## config.mk

```make
export PLATFORM = sky130hd
export DESIGN_NAME = lfsr_priority_arbiter
export DESIGN_NICKNAME = d
export VERILOG_FILES = /design/src/rtl/lfsr_priority_arbiter.sv
export SDC_FILE = /design/constraint.sdc
export NUM_CORES = 1
export LEC_CHECK = 0
export CAP_MARGIN = 20
export CORE_ASPECT_RATIO = 1.2
export CORE_MARGIN = 10
export CORE_UTILIZATION = 45
export DETAILED_ROUTE_END_ITERATION = 10
export MAX_ROUTING_LAYER = met4
export PLACE_DENSITY = 0.8
export SLEW_MARGIN = 30
export SYNTH_ARGS = -nofsm -noshare
export SYNTH_HDL_FRONTEND = slang
export SYNTH_SLANG_ARGS = --single-unit
```

## constraint.sdc

```tcl
create_clock -name clock -period 1.4 [get_ports clock]
set_input_delay 0.14 -clock clock [delete_from_list [all_inputs] [get_ports clock]]
set_output_delay 0.14 -clock clock [all_outputs]
set_load 0.05 [all_outputs]
```

## src/rtl/lfsr_priority_arbiter.sv

```systemverilog
// Picks one non-empty queue per decision, starting either at an LFSR-derived
// offset or one past the last accepted grant, and presents it on a valid/ready port.
module lfsr_priority_arbiter #(
    parameter int                     STATE_WIDTH      = 16,
    parameter logic [STATE_WIDTH-1:0] TAPS             = 16'hB400,
    parameter logic [STATE_WIDTH-1:0] SEED             = 16'h8000,
    parameter int                     NUMBER_OF_QUEUES = 4
) (
    input  logic                                clock,
    input  logic                                reset,
    input  logic [NUMBER_OF_QUEUES-1:0]         empty,
    input  logic                                mode,
    input  logic                                seed_load,
    input  logic [STATE_WIDTH-1:0]              seed_value,
    output logic                                any_valid,
    output logic                                grant_valid,
    input  logic                                grant_ready,
    output logic [$clog2(NUMBER_OF_QUEUES)-1:0] grant_index
);

    localparam int IDX_W = $clog2(NUMBER_OF_QUEUES);
    localparam logic [IDX_W:0] NQ = (IDX_W + 1)'(NUMBER_OF_QUEUES);
    // The MSB is always fed back from state[0], whether or not TAPS names it.
    localparam logic [STATE_WIDTH-1:0] TAPS_EFF = TAPS | {1'b1, {(STATE_WIDTH - 1){1'b0}}};

    logic [STATE_WIDTH-1:0] state_q, state_d;
    logic [IDX_W-1:0]       last_q, last_d;
    logic                   grant_valid_q, grant_valid_d;
    logic [IDX_W-1:0]       grant_index_q, grant_index_d;

    logic             accept;
    logic             load;
    logic [IDX_W-1:0] last_eff;
    logic [IDX_W:0]   r_wide;
    logic [IDX_W:0]   lfsr_off;
    logic [IDX_W:0]   rr_next;
    logic [IDX_W:0]   rr_off;
    logic [IDX_W:0]   offset;
    logic [IDX_W:0]   scan_idx;
    logic             found;
    logic [IDX_W-1:0] candidate;

    assign any_valid   = |(~empty);
    assign grant_valid = grant_valid_q;
    assign grant_index = grant_index_q;

    always_comb begin
        state_d = (state_q >> 1) ^ (state_q[0] ? TAPS_EFF : '0);
        if (seed_load) begin
            state_d = (seed_value == '0) ? SEED : seed_value;
        end
    end

    always_comb begin
        accept = grant_valid_q & grant_ready;
        load   = ~grant_valid_q | grant_ready;

        r_wide   = {1'b0, state_q[IDX_W-1:0]};
        lfsr_off = (r_wide >= NQ) ? (r_wide - NQ) : r_wide;

        // A grant accepted this cycle must steer the decision loading alongside
        // it, otherwise back-to-back round-robin would repeat the same queue.
        last_eff = accept ? grant_index_q : last_q;
        rr_next  = {1'b0, last_eff} + (IDX_W + 1)'(1);
        rr_off   = (rr_next == NQ) ? '0 : rr_next;

        offset = mode ? rr_off : lfsr_off;
    end

    always_comb begin
        found     = 1'b0;
        candidate = '0;
        scan_idx  = '0;
        for (int i = 0; i < NUMBER_OF_QUEUES; i++) begin
            scan_idx = offset + (IDX_W + 1)'(i);
            if (scan_idx >= NQ) begin
                scan_idx = scan_idx - NQ;
            end
            if (!found && !empty[scan_idx[IDX_W-1:0]]) begin
                found     = 1'b1;
                candidate = scan_idx[IDX_W-1:0];
            end
        end
    end

    always_comb begin
        last_d        = last_q;
        grant_valid_d = grant_valid_q;
        grant_index_d = grant_index_q;
        if (accept) begin
            last_d = grant_index_q;
        end
        if (load) begin
            grant_valid_d = any_valid;
            if (any_valid) begin
                grant_index_d = candidate;
            end
        end
    end

    always_ff @(posedge clock) begin
        if (reset) begin
            state_q       <= SEED;
            last_q        <= IDX_W'(NUMBER_OF_QUEUES - 1);
            grant_valid_q <= 1'b0;
            grant_index_q <= '0;
        end else begin
            state_q       <= state_d;
            last_q        <= last_d;
            grant_valid_q <= grant_valid_d;
            grant_index_q <= grant_index_d;
        end
    end

endmodule

```

## Word level (Yosys, flattened, before mapping)

Cells that the tools add are included.

| cells by class | value |
|---|---|
| add/sub/neg operators | 8 |
| multiply operators | 0 |
| divide/modulo/power cells | 0 |
| magnitude comparators | 8 |
| equal/unequal tests | 1 |
| shift operators | 0 |
| muxes and demuxes | 25 |
| bitwise gates (word level) | 5 |
| reductions and logical operators | 11 |

Operators by type and width:

| kind | count |
|---|---|
| $mux 16 | 3 |
| $mux 2 | 9 |
| $logic_not 16->1 | 1 |
| $xor 15x16->16 | 1 |
| $ge 3x3->1 const B | 4 |
| $lt 2x3->1 const B | 4 |
| $bmux 1 s2 | 4 |
| $sub 2x1->2 const B | 4 |
| $mux 1 | 7 |
| $add 3x2->3 const B | 2 |
| $mux 3 | 2 |
| $logic_not 1->1 | 5 |
| $not 4->4 | 1 |
| $reduce_or 4->1 | 1 |
| $add 2x1->3 const B | 1 |
| $add 3x1->3 const B | 1 |
| $eq 3x3->1 const B | 1 |
| $logic_and 1x1->1 | 3 |
| $reduce_and 2->1 | 1 |
| $and 1x1->1 | 1 |
| $not 1->1 | 1 |
| $or 1x1->1 | 1 |

| word-level totals | value |
|---|---|
| flip-flop bits (word level) | 21 |
| bits in latches | 0 |
| RAM bits | 0 |
| bits in read-only memories | 0 |
| input port bits | 25 |
| output and inout bits | 4 |
| logic and storage cells | 62 |
| memories | 0 |

## Depth between registers and ports, before layout

Gate-level depths: netlist (run 1).

| depth | value |
|---|---|
| word-level depth | 20 |
| mapped depth | 5 |
| gate-level depth less buffers | 5 |

## Worst setup path after synthesis (run 1)

Ideal clock, no wire load.

| path | value |
|---|---|
| kind | register to register |
| start point | reg grant_valid_q (netlist: grant_valid) |
| end point | reg grant_index_q[0] (netlist: grant_index[0]) |
| library setup time | 0.079 ns |
| arrival time | 1.510 ns |
| data required time | 1.321 ns |
| slack | -0.190 ns |
| cell stages (with the launch flop) | 6 |
| path buffers | 0 |
| period minus slack after synthesis | 1.590 ns |
| path through | dfxtp_1 > a21bo_2 > a31o_2 > o21ai_0 > o21a_1 > a211oi_2 |

| on the way | value |
|---|---|
| longest elaborated chain between the ends | 20 |
| elaborated cells between the ends (all ways) | 47 |
| classes of those cells | add/sub: 8; order compare: 4; eq/ne: 1; mux: 22; bitwise: 3; reduce/logical: 9 |

Ends and longest elaborated chain:

| what | RTL line | source |
|---|---|---|
| start, declared | 28 | `logic grant_valid_q, grant_valid_d;` |
| start signal, assigned | 110 | `grant_valid_q <= grant_valid_d;` |
| $and 1x1->1 | 55 | `accept = grant_valid_q & grant_ready;` |
| $mux 2 | -- |  |
| $add 2x1->3 | 64 | `rr_next = {1'b0, last_eff} + (IDX_W + 1)'(1);` |
| $eq 3x3->1 | 65 | `rr_off = (rr_next == NQ) ? '0 : rr_next;` |
| $mux 3 | 65 |  |
| $mux 3 | 67 | `offset = mode ? rr_off : lfsr_off;` |
| $add 3x1->3 | 75 | `scan_idx = offset + (IDX_W + 1)'(i);` |
| $ge 3x3->1 or $sub 2x1->2 (tied branches) | 76, 77 |  |
| (+4 left out) | -- |  |
| $logic_and 1x1->1 | 79 | `if (!found && !empty[scan_idx[IDX_W-1:0]]) begin` |
| $mux 1 | 79 |  |
| $logic_not 1->1 | 79 |  |
| $logic_and 1x1->1 | 79 |  |
| $mux 1 | 79 |  |
| $logic_not 1->1 | 79 |  |
| $logic_and 1x1->1 | 79 |  |
| $mux 2 | 79 |  |
| end signal, assigned | 111 | `grant_index_q <= grant_index_d;` |
| end, declared | 29 | `logic [IDX_W-1:0] grant_index_q, grant_index_d;` |

Several ways; a longest one is shown, not always the timed one. The select of a mux whose other input is x is not followed.
A chain may end at the register's enable or synchronous reset.

## Worst setup path in the final report (run 1)

| path | value |
|---|---|
| start point | reg grant_valid_q (netlist: grant_valid) |
| end point | reg grant_index_q[1] (netlist: grant_index[1]) |

Same word-level chain as after synthesis.

==> summary.txt, run 1 <==
Logic synthesis
  • Ys flop type: dfxtp_1
  • Area of the mapped netlist: 955 um^2
  • Synth Warn #: 0
  • Flops & latches, synth: 21
  • Mean Syn Cell Area: 9.09 um^2
  • Number of synthesized flops with an enable pin: 0
  • Async SR Flop Fraction: 0%
  • Synth cell types: 30
  • Net Count, Synth: 130
  • Post-Syn Instances: 105
  • Seq/Total Area, Yosys: 44.0%

STA
  • Hold Fails Final Rpt: 0
  • Final slew viol count: 0
  • TNS Setup: 0 ns
  • Final Critical Period: 1.38 ns
  • Clock skew: 0.0111 ns
  • RSZ-0062 raised after global routing: true
  • Relative slew margins: 78.4%
  • Post-route clock period utilization: 98.9%
  • Worst Tran Pin Value: 0.321 ns
  • Final setup fails: 0
  • Worst setup margin: 0.0153 ns
  • Max Fclk: 722 MHz

Global route
  • Tot GR Track Use: 12.9%
  • Initial antenna violation count: 0
  • First-pass GRT wire length: 4250 um
  • Vias in the first global route: 972
  • Largest net degree at the start of global routing: 23
  • Gr ovfl total: 0

Worst setup path
  • Critical path data required time: 1.61 ns
  • Critical path class: reg2reg
  • CP Capture Type: flop
  • Worst-path maximum fanout: 7
  • CP Launch Type: flop
  • CP Data Arrival Time: 1.60 ns

Die
  • Area of the die: 4370 um^2
  • Die height: 70.5 um
  • FP Rows: 18
  • Initial core utilization: 46.6%
  • Ports: 29
  • Core ar.: 2050 um^2
  • Die width: 62.0 um

Clock tree
  • CTS tree: yes
  • H-tree levels: 1
  • CTS Hold Bufs: 0
  • Clock transition at the registers of the reported paths: 0.12 ns
  • Worst-case clock buffer depth: 2
  • Root buf cell: clkbuf_4
  • CTS sink cnt: 21
  • Inserted Clock Buffers: 3
  • Worst-Skew Late Latency: 0.32 ns

Final layout
  • Ant. Diodes: 0
  • Layout cells sized above 1: 28.0%
  • Most frequent cells in the layout: 23 x clkdlybuf4s50_1, 21 x nor2_1, 15 x dfxtp_1
  • Layout Utilization: 70.8%
  • Commonest non-fill, non-tap cell in the layout: clkdlybuf4s50_1
  • Area Overhead vs Synth: 51.9%
  • # fillers: 171
  • Final #Nets: 169

Route
  • 1st-pass router iterations: 4
  • Met3 WL: 122 um
  • Uppermost layer routed: met4
  • DR iter-0 viols: 25
  • Via count: 875
  • WL final: 2560 um
  • Routed Antenna Nets: 0
  • WL/cell: 14.8 um
  • DRC viols: 0
  • Wire length on met2: 1260 um
  • Mean number of vias per cell: 5.06
  • M1 WL: 1100 um

Place
  • Placer Congestion: 0.949
  • Placement Setup Slack: -0.352 ns
  • Detail Placement HPWL: 1930 um
  • Port bufs: 28

Power and ir drop
  • Clock share of power: 22.3%
  • Power Density: 918 nW/um^2
  • Gate power share: 27.0%
  • Sw Ratio: 28.5%
  • Power Total: 1.33 mW
  • Int Power: 952 uW
  • P_sw: 379 uW
  • VDD IR-drop max: 761 uV
  • Reg power frac: 50.7%
  • LEAKAGE: 0.612 nW

Hold path
  • Hold Crit Class: in2reg

Flow run
  • Max-Cap Viols: 0

Status
  • Status: finished, final reports clean
## what timing repair did
action	in CTS	in global routing
endpoints found under the setup margin	1	3
resized for setup	7	9
buffers inserted	0	1
pin swaps	3	4
## flip-flops by register name (all words and copies together), names as in the netlist
name and flops:
grant_index 2, grant_valid 1, last_q 2, state_q 16
## synthesized netlist by cell type, types with 2 or more instances
| cell type | number | share of area, % |
|---|---|---|
| buf_2 | 2 | 1.0 |
| nand3b_1 | 2 | 1.6 |
| inv_1 | 3 | 1.2 |
| xnor2_1 | 5 | 4.6 |
| mux2i_1 | 15 | 16 |
| o21ai_0 | 3 | 1.6 |
| nor4_1 | 3 | 2.0 |
| a21oi_1 | 7 | 3.7 |
| nand2_1 | 3 | 1.2 |
| dfxtp_1 | 21 | 44 |
| nor2_1 | 22 | 8.7 |
## metrics by stage
step,instance area [um^2],std cells,hold slack [ns]
6_report,1450,173,0.324
5_1_grt,1450,173,0.351
4_1_cts,1410,172,0.443
3_5_place_dp,1350,168,0.460
3_3_place_gp,1350,168,0.441
2_1_floorplan,958,105,0.251
## kinds of logic after synthesis
| family | share of synthesized area (%) |
|---|---|
| DFF | 44.0 |
| xor gates and xnor gates | 4.59 |
| buffers and inverters | 3.01 |
| and+or+nand+nor | 19.7 |
| muxes | 15.7 |
| AOI/OAI and AO/OA | 13.0 |
## final cells by class
cell class	count	area [um^2]	area share, %
multi-input combinational	77	556	38.3
inverter	3	11.3	0.777
clock buffer	3	22.5	1.55
clock inverter	1	5.00	0.345
tap	30	37.5	2.59
timing repair buffer	38	385	26.6
sequential	21	433	29.9
## metal layers
layer  track usage (%)  vias to the layer above
met5                 -                        -
met4              6.72                        0
met3              1.99                        9
met2              21.3                       28
met1              14.0                      401
li1                  -                      437
## final timing paths
check	startpoint	to	slack, ns	cells after the start
worst max register to register	grant_valid	grant_index[1]	0.02	5
worst min-delay path	grant_ready	grant_valid	0.32	3
worst min register to register	state_q[4]	state_q[3]	0.48	2
worst max-delay path	grant_valid	grant_index[1]	0.02	5
## critical path, cell delays in order, from the launching register on
cell and delay (ns):
dfxtp_4 0.39, a21bo_4 0.23, a31o_4 0.23, and2_4 0.16, mux2i_2 0.18, o32ai_2 0.10
## power groups by stage
stage	clock, mW	sequential (mW)	combinational, mW
2_1_floorplan	0	0.706	0.143
3_3_place_gp	0	0.682	0.314
3_5_place_dp	0	0.685	0.324
4_1_cts	0.311	0.672	0.337
5_1_grt	0.335	0.681	0.387
6_report	0.297	0.675	0.359
Note: power is estimated with default switching activity, not from simulation.
==> run 2, diff against run 1 <==
--- a/config.mk
+++ b/config.mk
@@ -12,2 +12,3 @@
 export DETAILED_ROUTE_END_ITERATION = 10
+export GPL_TIMING_DRIVEN = 0
 export MAX_ROUTING_LAYER = met4
==> constraint.sdc (replaced) <==
create_clock -name clock -period 1.4 [get_ports clock]
set_input_delay 0.28 -clock clock [delete_from_list [all_inputs] [get_ports clock]]
set_output_delay 0.28 -clock clock [all_outputs]
set_load 0.05 [all_outputs]
==> summary.txt, run 2 (synthesized netlist as in run 1, its figures left out) <==
Final layout
  • Final Instance Area: 1310 um^2
  • Layout Utilization: 64.0%
  • Cell Count, Final, Fillers Out: 167
  • Area Overhead vs Synth: 37.5%
  • Final #Nets: 163
  • Commonest non-fill, non-tap cell in the layout: nor2_1
  • Max FFs per register: 16
  • Layout cells sized above 1: 20.4%
  • Most flops, register: state_q
  • Ant. Diodes: 0
  • Most frequent cells in the layout: 21 x nor2_1, 18 x clkdlybuf4s50_1, 16 x dfxtp_1

Worst setup path
  • Critical path class: reg2out
  • CP Launch Type: flop
  • CP Capture Type: output pin
  • Critical path data required time: 1.12 ns
  • Worst-path maximum fanout: 4
  • R2r setup slk: 0.08 ns
  • Worst-path cell chain: clkdlybuf4s15_2
  • Crit-path max cell delay: 0.38 ns
  • Cell family with most CP delay: flip-flops
  • CP Data Arrival Time: 1.06 ns
  • Buf/Inv on CP: 1
  • Slowest stage cell, crit path: dfxtp_2

STA
  • Clock skew: 0.00297 ns
  • Worst Tran Pin Value: 0.527 ns
  • Post-route clock period utilization: 95.8%
  • RSZ-0062 raised after global routing: false
  • Final slew viol count: 0
  • Hold Fails Final Rpt: 0
  • Relative slew margins: 64.9%
  • Max Fclk: 746 MHz
  • Final Critical Period: 1.34 ns
  • Final setup fails: 0

Die
  • Initial core utilization: 46.6%
  • Area of the die: 4370 um^2
  • Die width: 62.0 um
  • Ports: 29
  • Die height: 70.5 um
  • FP Rows: 18
  • Core ar.: 2050 um^2

Clock tree
  • Worst-Skew Late Latency: 0.30 ns
  • CTS sink cnt: 21
  • Inserted Clock Buffers: 3
  • Root buf cell: clkbuf_4
  • Clock transition at the registers of the reported paths: 0.11 ns
  • CTS Hold Bufs: 0
  • Worst-case clock buffer depth: 2
  • H-tree levels: 1
  • CTS tree: yes

Route
  • DR iter-0 viols: 25
  • WL final: 2380 um
  • Routed Antenna Nets: 0
  • Wire length on met2: 1210 um
  • M1 WL: 995 um
  • Mean number of vias per cell: 5.10
  • Met3 WL: 122 um
  • DRC viols: 0
  • Via count: 851
  • 1st-pass router iterations: 4
  • WL/cell: 14.2 um
  • Uppermost layer routed: met4

Place
  • Port bufs: 27
  • Detail Placement HPWL: 1920 um
  • Post-placement cell count: 162
  • Placer Congestion: 0.827
  • Area after DPL: 1270 um^2

Global route
  • Tot GR Track Use: 11.5%
  • First-pass GRT wire length: 3920 um
  • Largest net degree at the start of global routing: 12
  • Vias in the first global route: 910
  • Initial antenna violation count: 0
  • Gr ovfl total: 0

Power and ir drop
  • VDD IR-drop max: 743 uV
  • LEAKAGE: 0.543 nW
  • Power Density: 962 nW/um^2

Flow run
  • Max-Cap Viols: 0

Hold path
  • Hold Crit Class: in2reg

Status
  • Status: finished, final reports clean
[run 2: area by class of cell]
cell class              count  area [um^2]
fillers                   185          737
inverters                   3         11.3
multi-input cells          77          527
flip-flops and latches     21          427
clock buffers               4         26.3
well taps                  30         37.5
repair buffers             28          267
plain buffers               4         17.5
[run 2: worst paths after layout]
path	startpoint	end	cells after the start
setup / recovery	grant_index[0]	grant_index[0]	1
hold reg to reg	state_q[3]	state_q[2]	2
setup reg to reg	last_q[0]	grant_index[0]	5
hold / removal	seed_load	state_q[3]	3
[run 2: routing by layer]
metal / vias up / GRT usage (%)
li1: 428 / -
met1: 392 / 12.9
met2: 25 / 19.1
met3: 6 / 2.17
met4: 0 / 4.73
met5: - / -
[run 2: through the flow]
stage	worst slack, ns	power [mW]	hold WS, ns	TNS, ns
CTS	0.0271	1.26	0.395	0
floorplan	0.0187	0.849	0.391	0
global placement	-0.703	0.968	0.442	-2.01
global route	0.000641	1.33	0.413	0
finish	0.0589	1.26	0.390	0
detailed placement	-0.717	0.980	0.458	-2.73
[run 2: power breakdown]
group	switching, mW	internal (mW)
sequential	0.0264	0.643
clock	0.183	0.111
combinational	0.147	0.153
total	0.356	0.907
[run 2: repair_timing]
item | 4_1_cts | 5_1_grt
buffers inserted | 1 | 0
setup endpoints to repair | 6 | 3
gates resized for setup | 24 | 6
pin swaps | 1 | 0
